$ cat src/rtl/yuv444_to_yuv422.sv
// yuv444_to_yuv422: packs a 4:4:4 Y/Cb/Cr pixel stream into 16-bit 4:2:2.
// Output word is {chroma, Y}. Chroma carries Cb on even pixels and Cr on odd pixels.
// Pixels pair up as E/O inside each de_i run, and every line restarts on an even pixel.
// vs_o, de_o and yuv_o trail the inputs by two cycles.
// `define CHROMA_AVG_EN to average chroma over the pair with round-half-up.
// Leave it undefined and chroma is decimated, taking the even pixel's Cb/Cr.
// odd_len_o flags a line that ended on an unpaired even pixel.

module yuv444_to_yuv422 (
    input  logic        clk_i,
    input  logic        rst_i,
    input  logic        vs_i,
    input  logic        de_i,
    input  logic [7:0]  y_ch_i,
    input  logic [7:0]  u_ch_i,
    input  logic [7:0]  v_ch_i,
    output logic        vs_o,
    output logic        de_o,
    output logic [15:0] yuv_o,
    output logic        odd_len_o
);

    typedef enum logic {
        PH_EVEN = 1'b0,
        PH_ODD  = 1'b1
    } phase_t;

    // phase of the live input pixel
    phase_t      r_phase;

    // stage 1: raw sampled inputs
    logic        r_s1_de;
    logic        r_s1_vs;
    phase_t      r_s1_phase;
    logic [7:0]  r_s1_y;
    logic [7:0]  r_s1_u;
    logic [7:0]  r_s1_v;

    // pair chroma, registered on the edge that samples the odd pixel
    logic [7:0]  r_cb;
    logic [7:0]  r_cr;

    // stage 2: luma and framing, waiting for the pair chroma
    logic        r_s2_de;
    logic        r_s2_vs;
    phase_t      r_s2_phase;
    logic [7:0]  r_s2_y;
    logic        r_s2_unp;

    // output stage
    logic        r_vs_o;
    logic        r_de_o;
    logic [15:0] r_yuv_o;
    logic        r_unp_o;
    logic        r_odd_len_o;

    logic        w_even_in_s1;
    logic [7:0]  w_cb_pair;
    logic [7:0]  w_cr_pair;

    // Stage 1 holds an even pixel, so the live input is either its odd partner or the line end.
    assign w_even_in_s1 = r_s1_de && (r_s1_phase == PH_EVEN);

`ifdef CHROMA_AVG_EN
    logic [8:0]  w_cb_sum;
    logic [8:0]  w_cr_sum;

    assign w_cb_sum  = {1'b0, r_s1_u} + {1'b0, u_ch_i} + 9'd1;
    assign w_cr_sum  = {1'b0, r_s1_v} + {1'b0, v_ch_i} + 9'd1;
    assign w_cb_pair = 8'(w_cb_sum >> 1);
    assign w_cr_pair = 8'(w_cr_sum >> 1);
`else
    assign w_cb_pair = r_s1_u;
    assign w_cr_pair = r_s1_v;
`endif

    // Phase toggles on every valid pixel and returns to even whenever de_i drops.
    always_ff @(posedge clk_i) begin
        if (rst_i) begin
            r_phase <= PH_EVEN;
        end else if (de_i) begin
            r_phase <= (r_phase == PH_EVEN) ? PH_ODD : PH_EVEN;
        end else begin
            r_phase <= PH_EVEN;
        end
    end

    // Stage 1 samples the input pixel together with its phase.
    always_ff @(posedge clk_i) begin
        if (rst_i) begin
            r_s1_de    <= 1'b0;
            r_s1_vs    <= 1'b0;
            r_s1_phase <= PH_EVEN;
            r_s1_y     <= '0;
            r_s1_u     <= '0;
            r_s1_v     <= '0;
        end else begin
            r_s1_de    <= de_i;
            r_s1_vs    <= vs_i;
            r_s1_phase <= r_phase;
            r_s1_y     <= y_ch_i;
            r_s1_u     <= u_ch_i;
            r_s1_v     <= v_ch_i;
        end
    end

    // Pair chroma: average or decimate with the odd partner; an unpaired even keeps its own Cb.
    always_ff @(posedge clk_i) begin
        if (rst_i) begin
            r_cb <= '0;
            r_cr <= '0;
        end else if (w_even_in_s1) begin
            if (de_i) begin
                r_cb <= w_cb_pair;
                r_cr <= w_cr_pair;
            end else begin
                r_cb <= r_s1_u;
            end
        end
    end

    // Stage 2 delays luma and framing one cycle so the pair chroma is ready for both halves.
    always_ff @(posedge clk_i) begin
        if (rst_i) begin
            r_s2_de    <= 1'b0;
            r_s2_vs    <= 1'b0;
            r_s2_phase <= PH_EVEN;
            r_s2_y     <= '0;
            r_s2_unp   <= 1'b0;
        end else begin
            r_s2_de    <= r_s1_de;
            r_s2_vs    <= r_s1_vs;
            r_s2_phase <= r_s1_phase;
            r_s2_y     <= r_s1_y;
            r_s2_unp   <= w_even_in_s1 && !de_i;
        end
    end

    // Output registers: pack {chroma, Y}, blank when idle, and flag odd-length lines.
    always_ff @(posedge clk_i) begin
        if (rst_i) begin
            r_vs_o      <= 1'b0;
            r_de_o      <= 1'b0;
            r_yuv_o     <= '0;
            r_unp_o     <= 1'b0;
            r_odd_len_o <= 1'b0;
        end else begin
            r_vs_o      <= r_s2_vs;
            r_de_o      <= r_s2_de;
            if (r_s2_de) begin
                r_yuv_o <= {(r_s2_phase == PH_ODD) ? r_cr : r_cb, r_s2_y};
            end else begin
                r_yuv_o <= '0;
            end
            r_unp_o     <= r_s2_unp;
            // The unpaired even was the last output, so this lands on the de_o fall.
            r_odd_len_o <= r_unp_o;
        end
    end

    assign vs_o      = r_vs_o;
    assign de_o      = r_de_o;
    assign yuv_o     = r_yuv_o;
    assign odd_len_o = r_odd_len_o;

endmodule

$ cat config.mk
export PLATFORM = sky130hd
export DESIGN_NAME = yuv444_to_yuv422
export DESIGN_NICKNAME = d
export VERILOG_FILES = /design/src/rtl/yuv444_to_yuv422.sv
export SDC_FILE = /design/constraint.sdc
export NUM_CORES = 1
export LEC_CHECK = 0
export CORE_ASPECT_RATIO = 1.1
export CORE_MARGIN = 8
export CORE_UTILIZATION = 53
export DETAILED_ROUTE_END_ITERATION = 8
export PLACE_DENSITY = 0.93
export SLEW_MARGIN = 10
export SYNTH_ARGS = -nofsm -noshare
export SYNTH_HDL_FRONTEND = slang
export SYNTH_SLANG_ARGS = --single-unit
$ cat constraint.sdc
create_clock -name clk_i -period 1.55 [get_ports clk_i]
set_input_delay 0.31 -clock clk_i [delete_from_list [all_inputs] [get_ports clk_i]]
set_output_delay 0.31 -clock clk_i [all_outputs]
set_load 0.02 [all_outputs]
==> out/qor.yml, run 1 <==
run_status:
  status: "finished, final reports clean"
floorplanning:
  fp.dieH_um: 84.6
  ios: 47
  num_rows: 25
  fp.dieArea_sq_mm: 0.00663
  initial_utilization_pct: 54.1
  die_w_um: 78.4
  design.core.area_sq_mm: 0.00419
power_and_ir_drop:
  power_leakage_nw: 1.21
  total_power_mw: 3.63
  power_density_mw_per_mm2: 1250
  vdd.ir_drop.worst_uv: 857
cts:
  clk_latency_ps: 340
  htreeDepth: 3
  clock_path_buffers: 2
  clock-root-buffer: "clkbuf_8"
  cts_sinks: 76
  cts_buffers: 9
  tritoncts: "done"
  hold_buffers: 0
  clk_pin_slew_worst_paths_ps: 70
finish:
  register_area_sq_mm: 0.00152
  nets: 286
  n_fill_cell: 333
  antennaDiodeCount: 0
  area_growth_pct: 28.4
  drive_gt1_share_pct: 6.87
  instances_no_fill: 316
  final_util_pct: 69.5
  final_area_sq_mm: 0.00291
  multi_input_area_sq_um: 671
critical_path:
  cpPeakStageDelay_ps: 350
  cp_top_family: "buffers and inverters"
  criticalPathCategory: "register to output port"
  cp_max_fo: 1
  crit_path_end_kind: "output port"
  slowest_stage: "dlygate4sd2_1"
  path_buf_inv: 1
  crit_chain: "dlygate4sd2_1"
  arrival_ps: 1010
  required_ps: 1240
  cp-start-kind: "register"
global_route:
  gr-total-overflow: 0
  antenna_found_initial: 0
  grtUsageTotal_pct: 13.0
  grt_pass1_vias: 1409
  grt_max_degree: 22
  grt_pass1_wl_mm: 6.56
synth:
  syn_inst: 208
  ys_warn_count: 0
  ys_ff_latch: 76
  yosysUniqueCellTypes: 17
  yosysSeqAreaShare_pct: 67.1
  synth_area_per_cell_sq_um: 10.9
  synth_area_sq_mm: 0.00227
  syn_nets: 236
sta:
  fin_crit_sh_pct: 84.9
  final_max_slew_viol_count: 0
  slew_headroom_pct: 65.0
  tns_ps: 0
  finalWorstSetupSlack_ps: 234
  rsz0062_at_grt: "false"
  min_period_ps: 1320
  worst_pin_slew_ps: 523
  whs_ps: 371
  finalHoldViolCount: 0
  fin_worst_skew_ps: 8.38
  setup-violations-final: 0
  fmax_ghz: 0.760
placement:
  dp_hpwl_mm: 2.74
  place_area_sq_mm: 0.00275
  io_buffers: 46
  gp_congestion: 0.772
  post-place-ws_ps: 73.0
  dp_cells: 301
drt:
  drtPass1Iterations: 4
  wire_per_inst_um: 12.8
  first_iter_violations: 75
  vias: 1450
  vias_per_cell: 4.59
  ant_nets: 0
  drt_wl_total_mm: 4.03
  drc: 0
run:
  drv_cap: 0
hold_path:
  hold_path.class: "input port to register"
==> synthesized netlist by cell type (all sizes together) <==
cell | count | area [sq um]
a21oi | 16 | 80.1
buf | 9 | 61.3
and3b | 1 | 8.76
nor2b | 37 | 231
nand3b | 1 | 7.51
nand2b | 2 | 12.5
mux2i | 8 | 80.1
nor3 | 1 | 5.00
inv | 1 | 6.26
nand2 | 32 | 120
nor2 | 8 | 30.0
and2b | 6 | 45.0
clkbuf | 2 | 7.51
and2 | 8 | 50.1
dfxtp | 76 | 1520
==> power breakdown <==
group	switching, mW	internal (mW)	total (mW)	leakage, nW
clock network	0.637	0.778	1.42	0.0935
logic	0.0711	0.107	0.178	0.491
registers	0.0232	2.02	2.04	0.623
==> final timing paths <==
check             from       end  slack [ps]  cells after the start
max           yuv_o[1]  yuv_o[1]         230                      1
min              rst_i      de_o         370                      3
max reg2reg    r_s1_de   r_cb[5]         340                      3
min reg2reg  r_s2_y[7]  yuv_o[7]         430                      1
==> metal layers <==
layer	GRT usage, %	part of all wire (%)	vias to the layer above
li1	-	-	743
met1	13.8	40	661
met2	20.4	51	38
met3	4.49	5.7	8
met4	10.6	3.1	0
met5	0	0	-
==> registers in the layout, summed over array words and instances (netlist names), 8 cells and up <==
signal  flops
r_s1_y      8
r_cr        8
r_cb        8
r_s1_v      8
r_s1_u      8
yuv_o      16
r_s2_y      8
==> cell families (layout without fill, tap and decap cells) <==
group                  Yosys count  after routing  share of synthesized area (%)
AND/OR/NAND/NOR                 96             96                           22.5
flip-flops                      76             76                           67.1
AO/OA/AOI/OAI                   16             16                           3.53
buffers and inverters           12             66                           3.31
multiplexers                     8              8                           3.53
==> area by class of cell <==
cell class                      count  area share, %
Tap cell                           54           2.32
Clock inverter                      2           1.20
Clock buffer                       13           5.11
Inverter                            1          0.215
Multi-Input combinational cell    120           23.0
Sequential cell                    76           52.3
Timing Repair Buffer               50           15.9
==> layout by cell type, fill, tap and decap left out <==
| cell type | n |
|---|---|
| clkinv_2 | 1 |
| nor2_1 | 8 |
| dfxtp_1 | 76 |
| inv_4 | 1 |
| bufinv_16 | 1 |
| buf_2 | 1 |
| nand2_1 | 32 |
| buf_4 | 4 |
| nand2b_1 | 2 |
| clkbuf_8 | 10 |
| dlygate4sd2_1 | 19 |
| nor3_1 | 1 |
| clkbuf_1 | 3 |
| and2b_1 | 6 |
| and3b_1 | 1 |
| and2_1 | 8 |
| nand3b_1 | 1 |
| clkdlybuf4s50_1 | 26 |
| mux2i_1 | 8 |
| nor2b_1 | 37 |
| a21oi_1 | 16 |
==> what timing repair did <==
item	in CTS	in global routing
resized for setup	19	0
setup endpoints to repair	19	0
buffers inserted	0	0
(Power assumes the default switching activity.)
==> run 2: changes to the inputs <==
--- a/config.mk
+++ b/config.mk
@@ -7,9 +7,9 @@
 export LEC_CHECK = 0
 export CORE_ASPECT_RATIO = 1.1
 export CORE_MARGIN = 8
-export CORE_UTILIZATION = 53
+export CORE_UTILIZATION = 44
 export DETAILED_ROUTE_END_ITERATION = 8
-export PLACE_DENSITY = 0.93
+export PLACE_DENSITY = 0.84
 export SLEW_MARGIN = 10
 export SYNTH_ARGS = -nofsm -noshare
 export SYNTH_HDL_FRONTEND = slang
==> constraint.sdc (replaced) <==
create_clock -name clk_i -period 1.17 [get_ports clk_i]
set_input_delay 0.234 -clock clk_i [delete_from_list [all_inputs] [get_ports clk_i]]
set_output_delay 0.234 -clock clk_i [all_outputs]
set_load 0.02 [all_outputs]
==> run 2 against run 1 <==
  * Utilization fell by 11 points
  * Critical path depth unchanged
  * Final area is 0.82% higher
  * Clock power grew 37%
  * Power increased by 34%
  * Sequential share of layout area is 0.42 points lower
  * Cell count increased by 2.8%
  * Critical endpoint is now yuv_o[3]
  * Highest routed layer unchanged
==> out/qor.yml, run 2 (synthesis results as in run 1) <==
run_status:
  status: "finished, final reports clean"
drt:
  first_iter_violations: 93
  drc: 0
  top_layer: "met4"
  met3_length_um: 240
  m1WireLength_mm: 1.72
  drtPass1Iterations: 4
  drt_wl_total_mm: 4.05
  wire_per_inst_um: 12.5
  dr_wl_met2_mm: 1.89
  vias: 1444
  vias_per_cell: 4.44
  ant_nets: 0
floorplanning:
  fp.dieArea_sq_mm: 0.00771
  design.core.area_sq_mm: 0.00500
  num_rows: 27
  initial_utilization_pct: 45.3
  fp.dieH_um: 91.3
  die_w_um: 84.4
  ios: 47
power_and_ir_drop:
  power_density_mw_per_mm2: 1660
  power_leakage_nw: 1.17
  vdd.ir_drop.worst_uv: 795
  total_power_mw: 4.89
cts:
  tritoncts: "done"
  htreeDepth: 3
  cts_sinks: 76
  clk_pin_slew_worst_paths_ps: 70
  clock_path_buffers: 2
  clk_latency_ps: 330
  cts_buffers: 9
  clock-root-buffer: "clkbuf_8"
critical_path:
  arrival_ps: 900
  regToRegEndpoint: "r_cr[3]"
  crit_chain: "clkdlybuf4s15_2"
  path_buf_inv: 1
  cpPeakStageDelay_ps: 310
  slowest_stage: "dfxtp_1"
  cp-start-kind: "register"
  rr_worst_depth: 3
  crit_path_end_kind: "output port"
  criticalPathCategory: "register to output port"
  r2r-start: "r_s1_phase"
  crit_start: "yuv_o[3]"
  required_ps: 940
  ff2ff_setup_slack_ps: 90
  cp_top_family: "flip-flops"
  cp_max_fo: 1
placement:
  dp_hpwl_mm: 2.83
  gp_congestion: 0.709
  dp_cells: 309
  io_buffers: 46
sta:
  slew_headroom_pct: 77.3
  finalHoldViolCount: 0
  rsz0062_at_grt: "false"
  tns_ps: 0
  setup-violations-final: 0
  fin_crit_sh_pct: 96.6
  final_max_slew_viol_count: 0
  fin_worst_skew_ps: 5.69
  worst_pin_slew_ps: 340
  min_period_ps: 1130
  fmax_ghz: 0.884
finish:
  final_cell_mix: "dfxtp_1, nor2b_1, nand2_1, clkdlybuf4s50_1, a21oi_1"
  drive_gt1_share_pct: 16.1
  layout_commonest_cell: "dfxtp_1"
  instances_no_fill: 325
  antennaDiodeCount: 0
  n_fill_cell: 420
  largest_reg_flops: 16
  final_util_pct: 58.7
  area_growth_pct: 29.5
  nets: 290
global_route:
  gr-total-overflow: 0
  grt_pass1_wl_mm: 6.63
  grtUsageTotal_pct: 11.3
  grt_pass1_vias: 1473
  grt_max_degree: 19
  antenna_found_initial: 0
hold_path:
  holdPathStages: 3
  min_to: "r_s2_y[6]"
  hp-start: "rst_i"
  hold_path.class: "input port to register"
run:
  drv_cap: 0
==> run 2: through the flow <==
stage          hold WS [ps]  setup WS, ps  area, sq um
6_report                269          39.3         2940
5_1_grt                 271          2.51         2940
4_1_cts                 252          1.36         3010
3_5_place_dp            406          -210         2790
3_3_place_gp            392          -152         2790
2_1_floorplan           313           302         2270
==> run 2: worst max-delay path by stage <==
stage / to / slack (ps) / cells after the start
6_report: yuv_o[3] / 40 / 1
5_1_grt: yuv_o[14] / 3 / 1
4_1_cts: yuv_o[1] / 1 / 1
3_5_place_dp: r_cr[3] / -210 / 4
3_3_place_gp: r_cr[5] / -150 / 4
2_1_floorplan: r_cr[4] / 300 / 4
==> run 2: layout make-up <==
| class | count | area (sq um) | area share [%] |
|---|---|---|---|
| Sequential cell | 76 | 1520 | 51.8 |
| Tap cell | 58 | 72.6 | 2.47 |
| Clock inverter | 1 | 30.0 | 1.02 |
| Timing Repair Buffer | 54 | 464 | 15.8 |
| Inverter | 1 | 6.26 | 0.213 |
| Multi-Input combinational cell | 120 | 674 | 23.0 |
| Clock buffer | 15 | 166 | 5.67 |
==> run 2: report_power, final <==
part	internal, mW	switching [mW]	total, mW
sequential	2.67	0.0282	2.70
combinational	0.150	0.0965	0.246
clock	1.11	0.833	1.94
total	3.93	0.958	4.89
==> run 2: what timing repair did <==
| action | 4_1_cts | 5_1_grt |
|---|---|---|
| gates resized for setup | 57 | 14 |
| hold endpoints to repair | 0 | 0 |
| pin swaps | 0 | 0 |
| hold buffers | 0 | 0 |
| buffers inserted | 0 | 0 |
| setup endpoints to repair | 19 | 14 |
==> run 2: per-layer routing <==
| metal | track usage [%] | vias to the layer above |
|---|---|---|
| met4 | 11.0 | 0 |
| li1 | - | 753 |
| met3 | 4.41 | 17 |
| met5 | 0 | - |
| met2 | 17.6 | 45 |
| met1 | 11.5 | 629 |
==> run 2: worst register-to-register path: stages (launching register included) <==
cell,delay [ps]
dfxtp_1,390
nand3b_1,290
nand2_1,120
a21oi_1,210
